File: config.mk
export PLATFORM = sky130hd
export DESIGN_NAME = net_cell_scheduler
export DESIGN_NICKNAME = d
export VERILOG_FILES = /design/src/rtl/net_cell_scheduler.sv
export SDC_FILE = /design/constraint.sdc
export NUM_CORES = 1
export LEC_CHECK = 0
export ABC_AREA = 1
export CELL_PAD_IN_SITES_DETAIL_PLACEMENT = 0
export CELL_PAD_IN_SITES_GLOBAL_PLACEMENT = 1
export CORE_AREA = 2 2 202 204
export DETAILED_ROUTE_END_ITERATION = 10
export DIE_AREA = 0 0 204 206
export GPL_TIMING_DRIVEN = 0
export PLACE_DENSITY_LB_ADDON = 0.1
export SLEW_MARGIN = 10
export SYNTH_ARGS = -nofsm -noshare
export SYNTH_HDL_FRONTEND = slang
export SYNTH_SLANG_ARGS = --single-unit
File: constraint.sdc
create_clock -name aclk -period 2.13 [get_ports aclk]
set_input_delay 0.213 -clock aclk [delete_from_list [all_inputs] [get_ports aclk]]
set_output_delay 0.213 -clock aclk [all_outputs]
set_load 0.1 [all_outputs]
File: src/rtl/net_cell_scheduler.sv
// Frame sequencer: loads FRAME_LEN words onto the cell bus, starts all cells, gathers dones, streams results.
// Latency >= FRAME_LEN+C_NET_CELL_COUNT+4 cycles per frame; s_axis stalls outside LOAD, results hold while m_axis_tready=0.
module net_cell_scheduler #(
  parameter int C_NET_CELL_COUNT = 10,
  parameter int C_TDATA_WIDTH    = 32
) (
  input  logic                                      aclk,
  input  logic                                      areset,
  input  logic                                      enable,
  input  logic                                      clear,
  input  logic [C_TDATA_WIDTH-1:0]                  s_axis_tdata,
  input  logic                                      s_axis_tvalid,
  input  logic                                      s_axis_tlast,
  output logic                                      s_axis_tready,
  output logic                                      load_valid,
  output logic [C_TDATA_WIDTH-1:0]                  load_data,
  output logic [7:0]                                load_index,
  output logic                                      cell_start,
  input  logic [C_NET_CELL_COUNT-1:0]               cell_done,
  input  logic [C_NET_CELL_COUNT*C_TDATA_WIDTH-1:0] cell_result,
  output logic [C_TDATA_WIDTH-1:0]                  m_axis_tdata,
  output logic                                      m_axis_tvalid,
  output logic                                      m_axis_tlast,
  input  logic                                      m_axis_tready,
  output logic [2:0]                                status,
  output logic                                      completed,
  output logic                                      err,
  output logic [31:0]                               debug_write_pointer,
  output logic [31:0]                               debug_read_pointer
);

  localparam int         FRAME_LEN = 9 + (C_NET_CELL_COUNT - 1) * 3;
  localparam logic [7:0] LAST_WR   = 8'(FRAME_LEN - 1);
  localparam logic [7:0] LAST_RD   = 8'(C_NET_CELL_COUNT - 1);

  typedef enum logic [2:0] {
    S_IDLE  = 3'd0,
    S_LOAD  = 3'd1,
    S_START = 3'd2,
    S_WAIT  = 3'd3,
    S_SEND  = 3'd4,
    S_DONE  = 3'd5
  } state_e;

  state_e                      state_q, state_d;
  logic [7:0]                  wr_ptr_q, wr_ptr_d;
  logic [7:0]                  rd_ptr_q, rd_ptr_d;
  logic [C_NET_CELL_COUNT-1:0] done_mask_q, done_mask_d;
  logic                        err_q, err_d;
  logic                        out_beat;

  // Handshake outputs decode from state only; areset forces them low while it is asserted.
  assign s_axis_tready = (state_q == S_LOAD) && !areset;
  assign m_axis_tvalid = (state_q == S_SEND) && !areset;
  assign m_axis_tlast  = m_axis_tvalid && (rd_ptr_q == LAST_RD);
  assign cell_start    = (state_q == S_START) && !areset;
  assign completed     = (state_q == S_DONE) && !areset;

  assign load_valid = s_axis_tvalid && s_axis_tready;
  assign load_data  = s_axis_tdata;
  assign load_index = wr_ptr_q;
  assign out_beat   = m_axis_tvalid && m_axis_tready;

  assign status              = state_q;
  assign err                 = err_q;
  assign debug_write_pointer = {24'd0, wr_ptr_q};
  assign debug_read_pointer  = {24'd0, rd_ptr_q};

  always_comb begin
    m_axis_tdata = '0;
    for (int k = 0; k < C_NET_CELL_COUNT; k++) begin
      if (rd_ptr_q == 8'(k)) m_axis_tdata = cell_result[k*C_TDATA_WIDTH +: C_TDATA_WIDTH];
    end
  end

  always_comb begin
    state_d     = state_q;
    wr_ptr_d    = wr_ptr_q;
    rd_ptr_d    = rd_ptr_q;
    done_mask_d = done_mask_q;
    err_d       = err_q;
    unique case (state_q)
      S_IDLE: begin
        if (enable) begin
          state_d  = S_LOAD;
          wr_ptr_d = '0;
        end
      end
      S_LOAD: begin
        if (load_valid) begin
          wr_ptr_d = wr_ptr_q + 8'd1;
          if (wr_ptr_q == LAST_WR) begin
            state_d = S_START;
          end else if (s_axis_tlast) begin
            err_d   = 1'b1;
            state_d = S_IDLE;
          end
        end
      end
      S_START: begin
        // Fresh mask, but a cell finishing in the start cycle still counts.
        done_mask_d = cell_done;
        state_d     = S_WAIT;
      end
      S_WAIT: begin
        done_mask_d = done_mask_q | cell_done;
        if (&(done_mask_q | cell_done)) begin
          state_d  = S_SEND;
          rd_ptr_d = '0;
        end
      end
      S_SEND: begin
        if (out_beat) begin
          if (rd_ptr_q == LAST_RD) state_d = S_DONE;
          else                     rd_ptr_d = rd_ptr_q + 8'd1;
        end
      end
      S_DONE:  state_d = S_IDLE;
      default: state_d = S_IDLE;
    endcase
    if (clear) begin
      state_d     = S_IDLE;
      wr_ptr_d    = '0;
      rd_ptr_d    = '0;
      done_mask_d = '0;
    end
  end

  always_ff @(posedge aclk) begin
    if (areset) begin
      state_q     <= S_IDLE;
      wr_ptr_q    <= '0;
      rd_ptr_q    <= '0;
      done_mask_q <= '0;
      err_q       <= 1'b0;
    end else begin
      state_q     <= state_d;
      wr_ptr_q    <= wr_ptr_d;
      rd_ptr_q    <= rd_ptr_d;
      done_mask_q <= done_mask_d;
      err_q       <= err_d;
    end
  end

endmodule

== Yosys cells after proc, flatten, opt, wreduce, memory -nomap -nowiden ==
Index checks and enable logic that the tools add are counted.
Operators by class
  add/sub/neg operators: 2
  shift operators: 0
  reduce and logical (&&, ||, !) cells: 19
  div/mod/pow operators: 0
  mux-type cells: 26
  order comparisons: 0
  eq/ne operators: 22
  multiply operators: 0
  bitwise logic cells: 2
Operators by type and width (number)
  32-bit two-way mux: 10
  8-bit two-way mux: 5
  8-bit by 3-bit == test with 1-bit output, second input constant: 4
  8-bit one-hot mux with 2 select lines: 2
  3-bit two-way mux: 7
  10-bit one-hot mux with 2 select lines: 1
  8-bit by 1-bit adder with 8-bit output, second input constant: 2
  8-bit by 2-bit == test with 1-bit output, second input constant: 2
  8-bit by 4-bit == test with 1-bit output, second input constant: 2
  3-bit one-hot mux with 5 select lines: 1
  2-bit != test, second input constant: 5
  10-bit bitwise OR: 1
  10-bit AND reduction: 1
  8-bit by 1-bit == test with 1-bit output, second input constant: 1
  8-bit by 6-bit == test with 1-bit output, second input constant: 1
  8-bit logical NOT: 1
  4-bit AND reduction: 2
  1-bit logical AND: 7
  3-bit by 2-bit == test with 1-bit output, second input constant: 2
  3-bit == test, second input constant: 2
  6-bit AND reduction: 1
  2-bit nonzero test: 3
  3-bit by 1-bit == test with 1-bit output, second input constant: 1
  3-bit logical NOT: 1
  other kinds (6): 6
Storage, ports and cells
  logic and storage cells: 76
  memories kept: 0
  bits in latches: 0
  output and inout port bits: 146
  memory bits (writable): 0
  flip-flop bits (word level): 30
  bits in read-only memories: 0
  input bits: 369

== Longest topological paths before layout ==
Gate-level depths: netlist of run 1.
  depth after elaboration: 11
  depth in mapped cells: 19
  mapped depth without buffers: 18

== Worst setup path after synthesis of run 1 ==
OpenSTA, ideal clock, no wires.
  path type: reg-to-output
  start: register rd_ptr_q[0]
  end: output m_axis_tdata[8]
  required time: 1.917 ns
  slack: -1.898 ns
  stages on the path, launching flop included: 13
  buffers on the path: 1
  data arrival time: 3.815 ns
  cell sequence: dfxtp_1 > inv_1 > ha_1 > nand3_1 > buf_2 > nor2_1 > nor2_1 > nand2_1 > nand2_1 > nand2_1 > nand2_1 > nand3_1 > a41oi_1
On the way
  word-level cells in the longest chain between the ends: 11
  elaborated cells on any way between the ends: 20
  classes of those cells: 9 x eq/ne; 10 x mux; 1 x reduce/logical
Ends and longest elaborated chain
  from (decl): line 47  | logic [7:0] rd_ptr_q, rd_ptr_d;
  from (signal assigned): line 139  | rd_ptr_q <= rd_ptr_d;
  8-bit logical NOT: line 72  | if (rd_ptr_q == 8'(k)) m_axis_tdata = cell_result[k*C_TDATA_WIDTH +: C_TDATA_WIDTH];
  32-bit two-way mux (9 in a row): line 72
  32-bit two-way mux *: line 72
  to (decl): line 21  | output logic [C_TDATA_WIDTH-1:0] m_axis_tdata,
Mark *: on every way between the ends. The rest lies on a longest branch, timed or not.

== Final worst setup path of run 1 ==
  start: register rd_ptr_q[5]
  end: output m_axis_tdata[21]
The elaborated chain is that of the path after synthesis.

==> results.toml, run 1 <==
[route]
vias = 8728
met3WireLength_um = 3200
routedWlPerCell_um = 18.71
finalWirelength_um = 41150
drtIter0Drc = 360
m1WireLength_um = 16360
drc = 0
routed.top_layer = "met5"
viasPerCell = 3.969
firstDrtPassIters = 4
met2_length_um = 21220
ant_nets = 0

[floorplanning]
dieHeight_um = 206
pin_count = 515
dieArea_sq_um = 42020
die_w_um = 204
design.core.area_sq_um = 40180
core.rowCount = 74
initial_core_util = 0.1393

[pwr]
power.density_nw_per_um2 = 346.7
peakVddDrop_v = 0.0003193
power_mw = 4.670
cellLeakagePower_nw = 5.946

[placed_design]
detailedPlace.worstSlack_ns = -1.696
dp_hpwl_um = 34410
portBuffers = 433
place_area_sq_um = 11480
gp_congestion = 0.8183

[grt]
grt_pass1_wl_um = 56810
antenna_found_initial = 13
gr-total-overflow = 0
grt.total_usage = 0.1844
grt_max_degree = 11
grt_pass1_vias = 8715

[sta]
setup_ws_ns = -0.6246
final-setup-viol-count = 32
relSlewSlack = 0.3183
min_period_ns = 2.755
grt_setup_unrepaired = "true"
tightest_slew_ns = 1.019
hold_violations = 0
maxSlewViolCount = 0
fin_crit_sh = 1.293
clock_skew_ns = 0.002630
max_freq_mhz = 363.0

[synth]
synth_top_area_share = 0.3137
ys.warnings.count = 0
netlist_area_sq_um = 5599
synth.largest_area_cell = "nand2_1"
dominantRegCellSynth = "dfxtp_1"
synthCells = 1111
synth_edf_count = 0
seq_area_frac_synth = 0.1073
synth_async_sr_flop_share = 0
netlist_top_cells_area = "nand2_1 31%, buf_4 12%, dfxtp_1 11%, nor2_1 9.9%, a21oi_1 8.8%"
ys_seq_elements = 30
synthDistinctLibCells = 39
syn_avg_cell_area_sq_um = 5.040

[clock_tree]
cts.clk_slew.worst_paths_ns = 0.05
cts_hold_buffers = 0
cts.sinks = 30
cts-root-buf = "clkbuf_16"
h-tree-depth = 2
cts_tree = "built"
cts.path.max_buffers = 2
cts_made_buffers = 5
clock_latency_ns = 0.28

[finish]
nFillCells = 4498
layout_commonest_cell = "clkdlybuf4s50_1"
area_growth_pct = 140.6
drive_gt1_frac = 0.3063
final_area_sq_um = 13470
final_util = 0.3352
nets = 2028
layout_common_cells = "384 x clkdlybuf4s50_1, 316 x nand2_1, 141 x nor2_1"

[worst_setup_path]
arrival_ns = 2.54
endpoint_kind = "primary output"
cp.required_ns = 1.92
path_class = "reg2out"
crit_fanout = 6
startpoint_type = "register"

[outcome]
violations = "negative setup slack"
status = "finished, violations left"

[worst_hold_path]
hold_path_class = "reg2reg"

[run]
cap_violations = 0
==> sequential cells by signal (all words and copies together) (netlist names) <==
signal / count
done_mask_q: 10
status: 3
rd_ptr_q: 8
err: 1
load_index: 8
==> layer usage <==
| metal | up-vias | track usage |
|---|---|---|
| li1 | 4472 | - |
| met1 | 3962 | 0.2152 |
| met2 | 261 | 0.3433 |
| met3 | 23 | 0.05030 |
| met4 | 10 | 0.02277 |
| met5 | - | 0 |
==> synth_stat cells (2+ instances only) <==
| cell type | n |
|---|---|
| inv_2 | 16 |
| a21oi_1 | 98 |
| nand3_1 | 58 |
| nor2_4 | 4 |
| or2_2 | 9 |
| buf_2 | 25 |
| nand3b_1 | 4 |
| xnor2_1 | 2 |
| nand2_1 | 468 |
| o21ai_1 | 12 |
| nor3b_1 | 5 |
| nor4_1 | 2 |
| nor2_2 | 3 |
| nor3_2 | 4 |
| buf_4 | 89 |
| o211ai_1 | 7 |
| or2_0 | 15 |
| nor3_1 | 13 |
| nand4_1 | 3 |
| inv_1 | 34 |
| clkbuf_1 | 27 |
| a211oi_1 | 3 |
| o21ai_0 | 9 |
| ha_1 | 5 |
| or2_1 | 4 |
| nand2_2 | 3 |
| nor2_1 | 148 |
| dfxtp_1 | 30 |
==> report_power, final <==
group	leakage, nW	internal [mW]	total [mW]	switching (mW)
combinational	5.63	1.36	3.40	2.04
clock	0.0684	0.427	0.693	0.265
sequential	0.252	0.560	0.576	0.0165
==> what timing repair did <==
action	in CTS	in global routing
gates cloned	4	3
resized for setup	466	137
setup endpoints to repair	43	49
pin swaps	53	65
buffers inserted	34	19
==> cells by family after synthesis <==
kind of cell | share of synthesized area
and+or+nand+nor | 0.5549
buffers and inverters | 0.1960
AOI/OAI and AO/OA | 0.1254
DFF | 0.1073
adders and majority gates | 0.01117
xor gates and xnor gates | 0.004694
other | 0.0006697
==> per-stage QoR <==
stage | cells | hold slack [ns] | TNS [ns]
detailed placement | 2123 | 0.4515 | -51.94
CTS | 2167 | 0.4585 | -18.41
global route | 2190 | 0.4729 | -22.62
floorplan | 1158 | 0.3620 | -3.056
global placement | 2123 | 0.4433 | -52.34
finish | 2199 | 0.4566 | -17.17
==> final cells by class <==
| class | instances | area, sq um | share of cell area |
|---|---|---|---|
| Buffer | 140 | 1115 | 0.08277 |
| Clock buffer | 6 | 128.9 | 0.009568 |
| Timing Repair Buffer | 491 | 5326 | 0.3954 |
| Tap cell | 532 | 665.6 | 0.04942 |
| Multi-Input combinational cell | 936 | 5311 | 0.3943 |
| Inverter | 50 | 237.7 | 0.01765 |
| Antenna cell | 12 | 30.03 | 0.002229 |
| Clock inverter | 2 | 8.758 | 0.0006503 |
| Sequential cell | 30 | 645.6 | 0.04793 |
==> worst max-delay path, stage by stage (launching register included) <==
cell,delay [ns]
dfxtp_4,0.35
nor2_4,0.18
buf_6,0.14
nand2_8,0.06
nor2_4,0.12
buf_12,0.13
buf_8,0.11
buf_12,0.10
buf_6,0.08
nand3_2,0.06
nand2_2,0.08
nand2_2,0.05
nand2_2,0.08
nand2_2,0.06
nand3_2,0.07
nand2_2,0.06
nand2_2,0.07
nand2_2,0.05
nand2_2,0.08
nand2_4,0.07
nand2_8,0.06
buf_12,0.17
==> path summary, 6_finish.rpt <==
| path | start | end | slack [ns] | cells after the start |
|---|---|---|---|---|
| worst max-delay path | rd_ptr_q[5] | m_axis_tdata[21] | -0.62 | 21 |
| worst min-delay path | done_mask_q[9] | done_mask_q[9] | 0.46 | 2 |
| worst max register to register | rd_ptr_q[5] | rd_ptr_q[3] | 0.21 | 12 |
| worst min register to register | done_mask_q[9] | done_mask_q[9] | 0.46 | 2 |
No activity file was read; power rests on OpenSTA's default activity.
==> inputs of run 2 (changes only) <==
--- a/config.mk
+++ b/config.mk
@@ -13,7 +13,6 @@
 export DIE_AREA = 0 0 204 206
 export GPL_TIMING_DRIVEN = 0
 export PLACE_DENSITY_LB_ADDON = 0.1
-export SLEW_MARGIN = 10
 export SYNTH_ARGS = -nofsm -noshare
 export SYNTH_HDL_FRONTEND = slang
 export SYNTH_SLANG_ARGS = --single-unit
==> results of run 2 <==
No change in the layout: final DEF, timing and power equal those of run 1.
